<file path="src/rtl/fsfifo_wr_arb.sv">
// Round-robin write arbiter in front of a shared fsfifo.
// A requester holds the grant for up to BURST words.
module fsfifo_wr_arb #(
  parameter int WIDTH = 32,
  parameter int NREQ  = 4,
  parameter int BURST = 4
) (
  input  logic                  clk_i,
  input  logic                  reset_ni,
  input  logic [NREQ-1:0]       req_valid_i,
  input  logic [NREQ*WIDTH-1:0] req_data_i,
  output logic [NREQ-1:0]       req_ready_o,
  input  logic                  fifo_full_i,
  output logic                  fifo_wr_o,
  output logic [WIDTH-1:0]      fifo_wr_data_o,
  output logic [NREQ-1:0]       grant_o,
  output logic                  busy_o,
  output logic [15:0]           xfer_cnt_o
);

  localparam int IW = (NREQ > 1) ? $clog2(NREQ) : 1;
  localparam int BW = (BURST > 1) ? $clog2(BURST) : 1;
  localparam logic [BW-1:0] BLAST = BW'(BURST - 1);
  localparam logic [IW:0] NMOD = (IW + 1)'(NREQ);
  localparam logic [IW-1:0] LASTR = IW'(NREQ - 1);

  typedef enum logic {
    IDLE = 1'b0,
    OWN  = 1'b1
  } state_t;

  state_t          r_state;
  logic [IW-1:0]   r_owner;
  logic [IW-1:0]   r_rr_ptr;
  logic [BW-1:0]   r_burst_cnt;
  logic [15:0]     r_xfer_cnt;

  logic [WIDTH-1:0]  w_data [NREQ];
  logic [2*NREQ-1:0] w_dbl;
  logic [NREQ-1:0]   w_rot;
  logic [IW-1:0]     w_off;
  logic [IW:0]       w_sum;
  logic [IW-1:0]     w_sel;
  logic [IW-1:0]     w_next_rr;
  logic              w_own;
  logic              w_own_valid;
  logic              w_xfer;
  logic              w_last;

  for (genvar k = 0; k < NREQ; k++) begin : g_unpack
    assign w_data[k] = req_data_i[k*WIDTH +: WIDTH];
  end

  // Rotate valids so bit 0 is the requester at rr_ptr.
  assign w_dbl = {req_valid_i, req_valid_i};
  assign w_rot = w_dbl[r_rr_ptr +: NREQ];

  // Lowest set offset in the rotated vector wins.
  always_comb begin
    w_off = '0;
    for (int i = NREQ - 1; i >= 0; i--) begin
      if (w_rot[i]) w_off = IW'(i);
    end
  end

  assign w_sum = {1'b0, r_rr_ptr} + {1'b0, w_off};
  assign w_sel = (w_sum >= NMOD) ? IW'(w_sum - NMOD)
                                 : w_sum[IW-1:0];

  assign w_next_rr = (r_owner == LASTR) ? '0
                                        : r_owner + IW'(1);

  assign w_own       = (r_state == OWN);
  assign w_own_valid = req_valid_i[r_owner];
  assign w_xfer      = w_own && w_own_valid && !fifo_full_i;
  assign w_last      = (r_burst_cnt == BLAST);

  // Only the owner sees ready, and only while the FIFO has room.
  always_comb begin
    req_ready_o = '0;
    if (w_own) req_ready_o[r_owner] = !fifo_full_i;
  end

  assign fifo_wr_o      = w_xfer;
  assign fifo_wr_data_o = w_own ? w_data[r_owner] : '0;
  assign grant_o        = w_own ? (NREQ'(1) << r_owner) : '0;
  assign busy_o         = w_own;
  assign xfer_cnt_o     = r_xfer_cnt;

  // Arbitration FSM, burst tracking and saturating word counter.
  always_ff @(posedge clk_i or negedge reset_ni) begin
    if (!reset_ni) begin
      r_state     <= IDLE;
      r_owner     <= '0;
      r_rr_ptr    <= '0;
      r_burst_cnt <= '0;
      r_xfer_cnt  <= '0;
    end else begin
      if (w_xfer && (r_xfer_cnt != 16'hFFFF)) begin
        r_xfer_cnt <= r_xfer_cnt + 16'd1;
      end
      unique case (r_state)
        IDLE: begin
          if (|req_valid_i) begin
            r_owner     <= w_sel;
            r_burst_cnt <= '0;
            r_state     <= OWN;
          end
        end
        OWN: begin
          if (!w_own_valid) begin
            r_state  <= IDLE;
            r_rr_ptr <= w_next_rr;
          end else if (w_xfer) begin
            if (w_last) begin
              r_state  <= IDLE;
              r_rr_ptr <= w_next_rr;
            end else begin
              r_burst_cnt <= r_burst_cnt + BW'(1);
            end
          end
        end
        default: r_state <= IDLE;
      endcase
    end
  end

endmodule
</file>
<file path="config.mk">
export PLATFORM = sky130hd
export DESIGN_NAME = fsfifo_wr_arb
export DESIGN_NICKNAME = d
export VERILOG_FILES = /design/src/rtl/fsfifo_wr_arb.sv
export SDC_FILE = /design/constraint.sdc
export NUM_CORES = 1
export LEC_CHECK = 0
export BUFFER_PORTS_ARGS = -buffer_cell sky130_fd_sc_hd__clkbuf_2
export CAP_MARGIN = 20
export CORE_ASPECT_RATIO = 0.5
export CORE_MARGIN = 8
export CORE_UTILIZATION = 41
export CTS_BUF_LIST = sky130_fd_sc_hd__clkbuf_4 sky130_fd_sc_hd__clkbuf_8 sky130_fd_sc_hd__clkbuf_16
export DETAILED_ROUTE_END_ITERATION = 10
export PLACE_DENSITY = 0.93
export SETUP_SLACK_MARGIN = 0.1
export SLEW_MARGIN = 20
export SYNTH_ARGS = -nofsm -noshare
export SYNTH_HDL_FRONTEND = slang
export SYNTH_SLANG_ARGS = --single-unit
</file>
<file path="constraint.sdc">
create_clock -name clk_i -period 2.43 [get_ports clk_i]
set_input_delay 0.243 -clock clk_i [delete_from_list [all_inputs] [get_ports clk_i]]
set_output_delay 0.243 -clock clk_i [all_outputs]
set_load 0.01 [all_outputs]
</file>
After elaboration in Yosys (flattened, before gate mapping)

Cells that the tools add are included.

Flip-flop bits (word level): 23
Latch bits: 0
Bits in writable memories: 0
ROM bits: 0
Bits of input ports: 135
Output and inout port bits: 58
Word-level logic and storage cells: 66
Memories kept: 0

Add/subtract/negate cells: 5
Multipliers: 0
Div/mod/pow operators: 0
Order comparisons: 4
Eq/ne operators: 9
Shifts and indexed selects: 2
Mux-type cells: 29
Bitwise logic cells: 3
Reduce and logical (&&, ||, !) cells: 9

Operators by type and width:

| kind                                                        | number |
|---|---|
| 2-to-1 mux 32 bit                                           | 3 |
| binary-select mux 32 bit (select 2 bit)                     | 1 |
| 2-to-1 mux 2 bit                                            | 13 |
| adder 16 x 1 -> 16 bit (second input constant)              | 1 |
| inequality test 16 bit (second input constant)              | 1 |
| 2-to-1 mux 4 bit                                            | 2 |
| inequality test 2 x 1 -> 1 bit (second input constant)      | 4 |
| indexed part select 8 x 3 -> 4 bit                          | 1 |
| >= comparator 3 bit (second input constant)                 | 2 |
| 2-to-1 mux 1 bit                                            | 6 |
| adder 2 x 1 -> 2 bit (second input constant)                | 2 |
| AND 4 bit                                                   | 1 |
| equality test 2 bit (second input constant)                 | 2 |
| logical AND 1 bit                                           | 4 |
| inequality test 2 bit (second input constant)               | 2 |
| one-hot mux 2 bit (2 select lines)                          | 1 |
| AND reduction 4 bit                                         | 1 |
| OR reduction 4 bit                                          | 1 |
| << shifter 1 x 2 -> 4 bit (first input constant)            | 1 |
| adder 2 x 2 -> 3 bit                                        | 1 |
| less-than comparator 2 x 3 -> 1 bit (second input constant) | 1 |
| inverter 2 -> 3 bit                                         | 1 |
| AND reduction 3 bit                                         | 1 |
| binary-select mux 1 bit (select 2 bit)                      | 1 |
| other kinds (7)                                             | 7 |

Longest topological paths before layout

Depth after elaboration: 8
Depth in mapped cells: 9
Depth with buffers taken out: 8

Worst setup path after synthesis

Ideal clock, no wire load.

Path kind: reg-to-reg
From: register r_rr_ptr[1]
To: register r_owner[1]
Library setup time: 82 ps
Arrival: 1842 ps
Required time: 2348 ps
Path slack: 506 ps
Stages on the path, launching flop included: 10
Path buffers: 1
Period minus slack after synthesis: 1924 ps
Cell sequence: dfrtp_1 > buf_2 > nand2b_1 > a21boi_0 > o221ai_1 > o21a_1 > ha_1 > xnor2_1 > or3_1 > a31oi_1

Longest elaborated chain between the ends: 8
Elaborated cells between the ends (all ways): 9
Those cells by class: add/sub: 2; order compare: 1; shift: 1; mux: 5

RTL lines:

| item                                                             | line | text |
|---|---|---|
| from (decl)                                                      | 34   | `logic [IW-1:0] r_rr_ptr;` |
| from (signal assigned)                                           | 113  | `r_rr_ptr <= w_next_rr;` |
| from (signal assigned)                                           | 117  | `r_rr_ptr <= w_next_rr;` |
| indexed part select 8 x 3 -> 4 bit                               | 56   | `assign w_rot = w_dbl[r_rr_ptr +: NREQ];` |
| 2-to-1 mux 2 bit (4 in a row)                                    | 62   | `if (w_rot[i]) w_off = IW'(i);` |
| adder 2 x 2 -> 3 bit *                                           | 66   | `assign w_sum = {1'b0, r_rr_ptr} + {1'b0, w_off};` |
| >= comparator 3 bit or subtractor 2 x 1 -> 2 bit (tied branches) | 67   | `assign w_sel = (w_sum >= NMOD) ? IW'(w_sum - NMOD)` |
| 2-to-1 mux 2 bit *                                               | 67   |  |
| to (signal assigned)                                             | 105  | `r_owner <= w_sel;` |
| to (decl)                                                        | 33   | `logic [IW-1:0] r_owner;` |

Every way passes the cells marked *; elsewhere a longest branch is shown, timed or not.
A chain may end at the register's enable or synchronous reset.

Worst setup path in the final report

From: register r_owner[0]
To: output port fifo_wr_data_o[5]

Longest elaborated chain between the ends: 5

RTL lines:

| item                                                 | line | text |
|---|---|---|
| inverter 2 -> 3 bit (not written as such)            | 85   | `assign fifo_wr_data_o = w_own ? w_data[r_owner] : '0;` |
| binary-select mux 32 bit (select 2 bit)              | 85   |  |
| 2-to-1 mux 32 bit (not written as such) (2 in a row) | 85   |  |
| 2-to-1 mux 32 bit                                    | 85   |  |
| to (decl)                                            | 15   | `output logic [WIDTH-1:0] fifo_wr_data_o,` |

Every way passes these cells. The select of a mux whose other input is x is not followed.

==> results.md <==
* Status: finished, final reports clean
* Data arrival, critical path at 1920 ps
* Warnings from Yosys at 0
* Max clock buf depth at 2
* Input/output buffers at 192
* Final #Nets at 543
* Endpoints failing setup at 0
* Die width at 126 um
* Die H at 70.9 um
* CTS resizes at 0
* Remaining DRCs at 0
* Clock root cell: clkbuf_16
* Vias at 2,509
* Lkg Pwr at 1.81 nW
* Total Power at 3.36 mW
* Final GP Congestion at 0.877
* Post-Route WL at 8.89 mm
* Boundary Pins at 193
* Setup crit end kind: output pin
* Met1 Track Usage GR at 20.0%
* Worst Skew at 4.15 ps
* Leading area contributor after synthesis: mux4_2
* DRT Pass-1 Iters at 4
* Pre-CTS setup slack at 401 ps
* Syn_nets at 355
* Die area at 8930 um2
* DR vias/cell at 5.26
* Core area at 5960 um2
* Post-synth top area share at 30.0%
* Total global-route track usage at 18.9%
* H-tree lvl count at 1
* Register bit total from synthesis at 23
* Synthesized area at 2470 um2
* Syn avg cell area at 11.6 um2
* Period minus WS final at 2160 ps
* Pins Over Slew Limit at 0
* Synth area leaders: mux4_2, dfrtp_1, and2_1
* RSZ-0062 raised after global routing: no
* Final ANT Viol Nets at 0
* Netlist cell types at 42
* Slew Limit Headroom at 57.0%
* CP startpoint kind: flip-flop
* Total CTS buffers at 3
* Fraction of layout cells with a size suffix above 1 at 63.2%
* Vias in the first global route at 2,795
* Met3 Use GR at 3.52%
* Mux contribution to synthesized area at 33.1%
* Peak VDD IR at 0.000535 V
* First-pass GRT wire length at 14.0 mm
* Req. time, crit path at 2190 ps
* GRT busiest layer: met2
* Clock Sinks at 23
* Simple-gate share of the synthesized area at 21.2%
* F_max at 0.463 GHz
* Final Hold Vio Count at 0
* MaxCap Viol Count at 0
* Synth-to-Final Area Change at 44.8%
* Initial Util at 41.6%
* Clock slew seen by the registers of the worst setup and hold paths at 60 ps
* Slew @ Worst Pin at 640 ps
* N_diodes at 0
* Final worst slack at 271 ps
* Synth Area in Compound Gates at 9.76%
* Synth Instances at 213
* Crit path kind: reg -> out
* Final core utilization at 60.2%
* XOR/XNOR Fraction of Synth Area at 4.95%
* Sequential fraction of the synthesis area at 23.3%
* WL per Instance at 18.6 um
* GRT overflow at 0
* Worst Hold Class: in -> reg
* Iteration-0 DRC Markers at 84
* Synth Area in Adders at 3.54%
* CP max FO at 23
* DP HPWL at 7.62 mm
* Power density over the cells at 937 nW/um2
* Row count at 20
* Setup TNS at 0 ps
* Largest family of logic cells by synthesized area: multiplexers
* CTS tree: yes
* Initial antenna violation count at 0
* Final period util at 88.8%
* Largest net degree at the start of global routing at 43
* Clk_lat worst skew at 260 ps
* Met2 Use GR at 37.2%
## synthesized netlist by cell type (all sizes together)
| cell | number |
|---|---|
| and2 | 45 |
| mux4 | 33 |
| dfrtp | 23 |
| xnor2 | 14 |
| buf | 10 |
| o2111ai | 8 |
| ha | 7 |
| o21ai | 7 |
| clkbuf | 6 |
| nand2 | 6 |
| and3 | 5 |
| mux2 | 5 |
| nor2 | 5 |
| inv | 4 |
| nand2b | 4 |
| o211ai | 4 |
| and4 | 3 |
| nor2b | 3 |
| or4bb | 3 |
| a21oi | 2 |
| mux2i | 2 |
| or3 | 2 |
| a21boi | 1 |
| a31oi | 1 |
| a41oi | 1 |
| nand3 | 1 |
| nand3b | 1 |
| nand4 | 1 |
| nor3 | 1 |
| nor4 | 1 |
| o21a | 1 |
| o221ai | 1 |
| o2bb2ai | 1 |
| or4b | 1 |
## stage by stage
| step | hold slack, ps | instance area [um2] | cells |
|---|---|---|---|
| after floorplan | -52.6 | 2470 | 213 |
| after global placement | 260 | 3490 | 472 |
| after detailed placement | 266 | 3490 | 472 |
| after CTS | 395 | 3580 | 477 |
| after global routing | 440 | 3580 | 477 |
| final | 391 | 3580 | 477 |
## power breakdown
part / internal (mW) / switching (mW)
clock: 0.235 / 0.129
combinational: 1.24 / 1.15
sequential: 0.484 / 0.116
## timing repair
action,in CTS,in global routing
buffers inserted,0,0
hold buffers,1,0
hold endpoints to repair,23,0
## registers in the layout (all words and copies together) (netlist names)
register     flops
busy_o           1
r_burst_cnt      2
r_owner          2
r_rr_ptr         2
xfer_cnt_o      16
## critical path: stages (launching register included)
cell and delay [ps]:
dfrtp_2 380, buf_4 380, mux4_2 580, and2_1 190, clkbuf_2 130
## worst paths after layout
| check | startpoint | to | slack (ps) | cells after the start |
|---|---|---|---|---|
| worst max-delay path | r_owner[0]$_DFFE_PN0P_ | fifo_wr_data_o[5] | 270 | 4 |
| worst min-delay path | fifo_full_i | busy_o$_DFF_PN0_ | 390 | 3 |
| worst max register to register | r_rr_ptr[1]$_DFFE_PN0P_ | r_owner[1]$_DFFE_PN0P_ | 410 | 8 |
| worst min register to register | r_burst_cnt[0]$_DFFE_PN0P_ | r_burst_cnt[0]$_DFFE_PN0P_ | 480 | 1 |
| max in group asynchronous | reset_ni | r_owner[0]$_DFFE_PN0P_ | 1490 | 2 |
| min in group asynchronous | reset_ni | xfer_cnt_o[5]$_DFFE_PN0P_ | 520 | 2 |
## routing by layer
metal	up-vias	routed length [um]
li1	1196	-
met1	1236	3350
met2	68	4960
met3	9	468
met4	0	119
met5	-	0
## cell usage in the layout, fill, tap and decap left out, drive strengths merged, types with 2 or more instances in the layout
master   Yosys  routed
nor2b        3       3
nand2        6       6
o2111ai      8       8
mux2         5       5
o211ai       4       4
mux2i        2       2
clkbuf       6     196
mux4        33      33
ha           7       7
and4         3       3
or4bb        3       3
o21ai        7       7
nor2         5       5
inv          4       4
and3         5       5
and2        45      45
or3          2       2
nand2b       4       4
dfrtp       23      23
buf         10       6
xnor2       14      14
a21oi        2       2
## kinds of logic (layout without fill, tap and decap cells)
family / Yosys count / in the layout
DFF: 23 / 23
and+or+nand+nor: 82 / 82
buffers and inverters: 20 / 207
xor gates and xnor gates: 14 / 14
muxes: 40 / 40
AOI/OAI and AO/OA: 27 / 27
adders and majority gates: 7 / 7
## final cells by class
type | instances | area [um2]
clock buffers | 4 | 82.6
fillers | 521 | 2370
inverters | 4 | 17.5
multi-input cells | 170 | 1800
flip-flops and latches | 23 | 577
well taps | 77 | 96.3
repair buffers | 199 | 1020
Note: power is estimated with default switching activity, not from simulation.
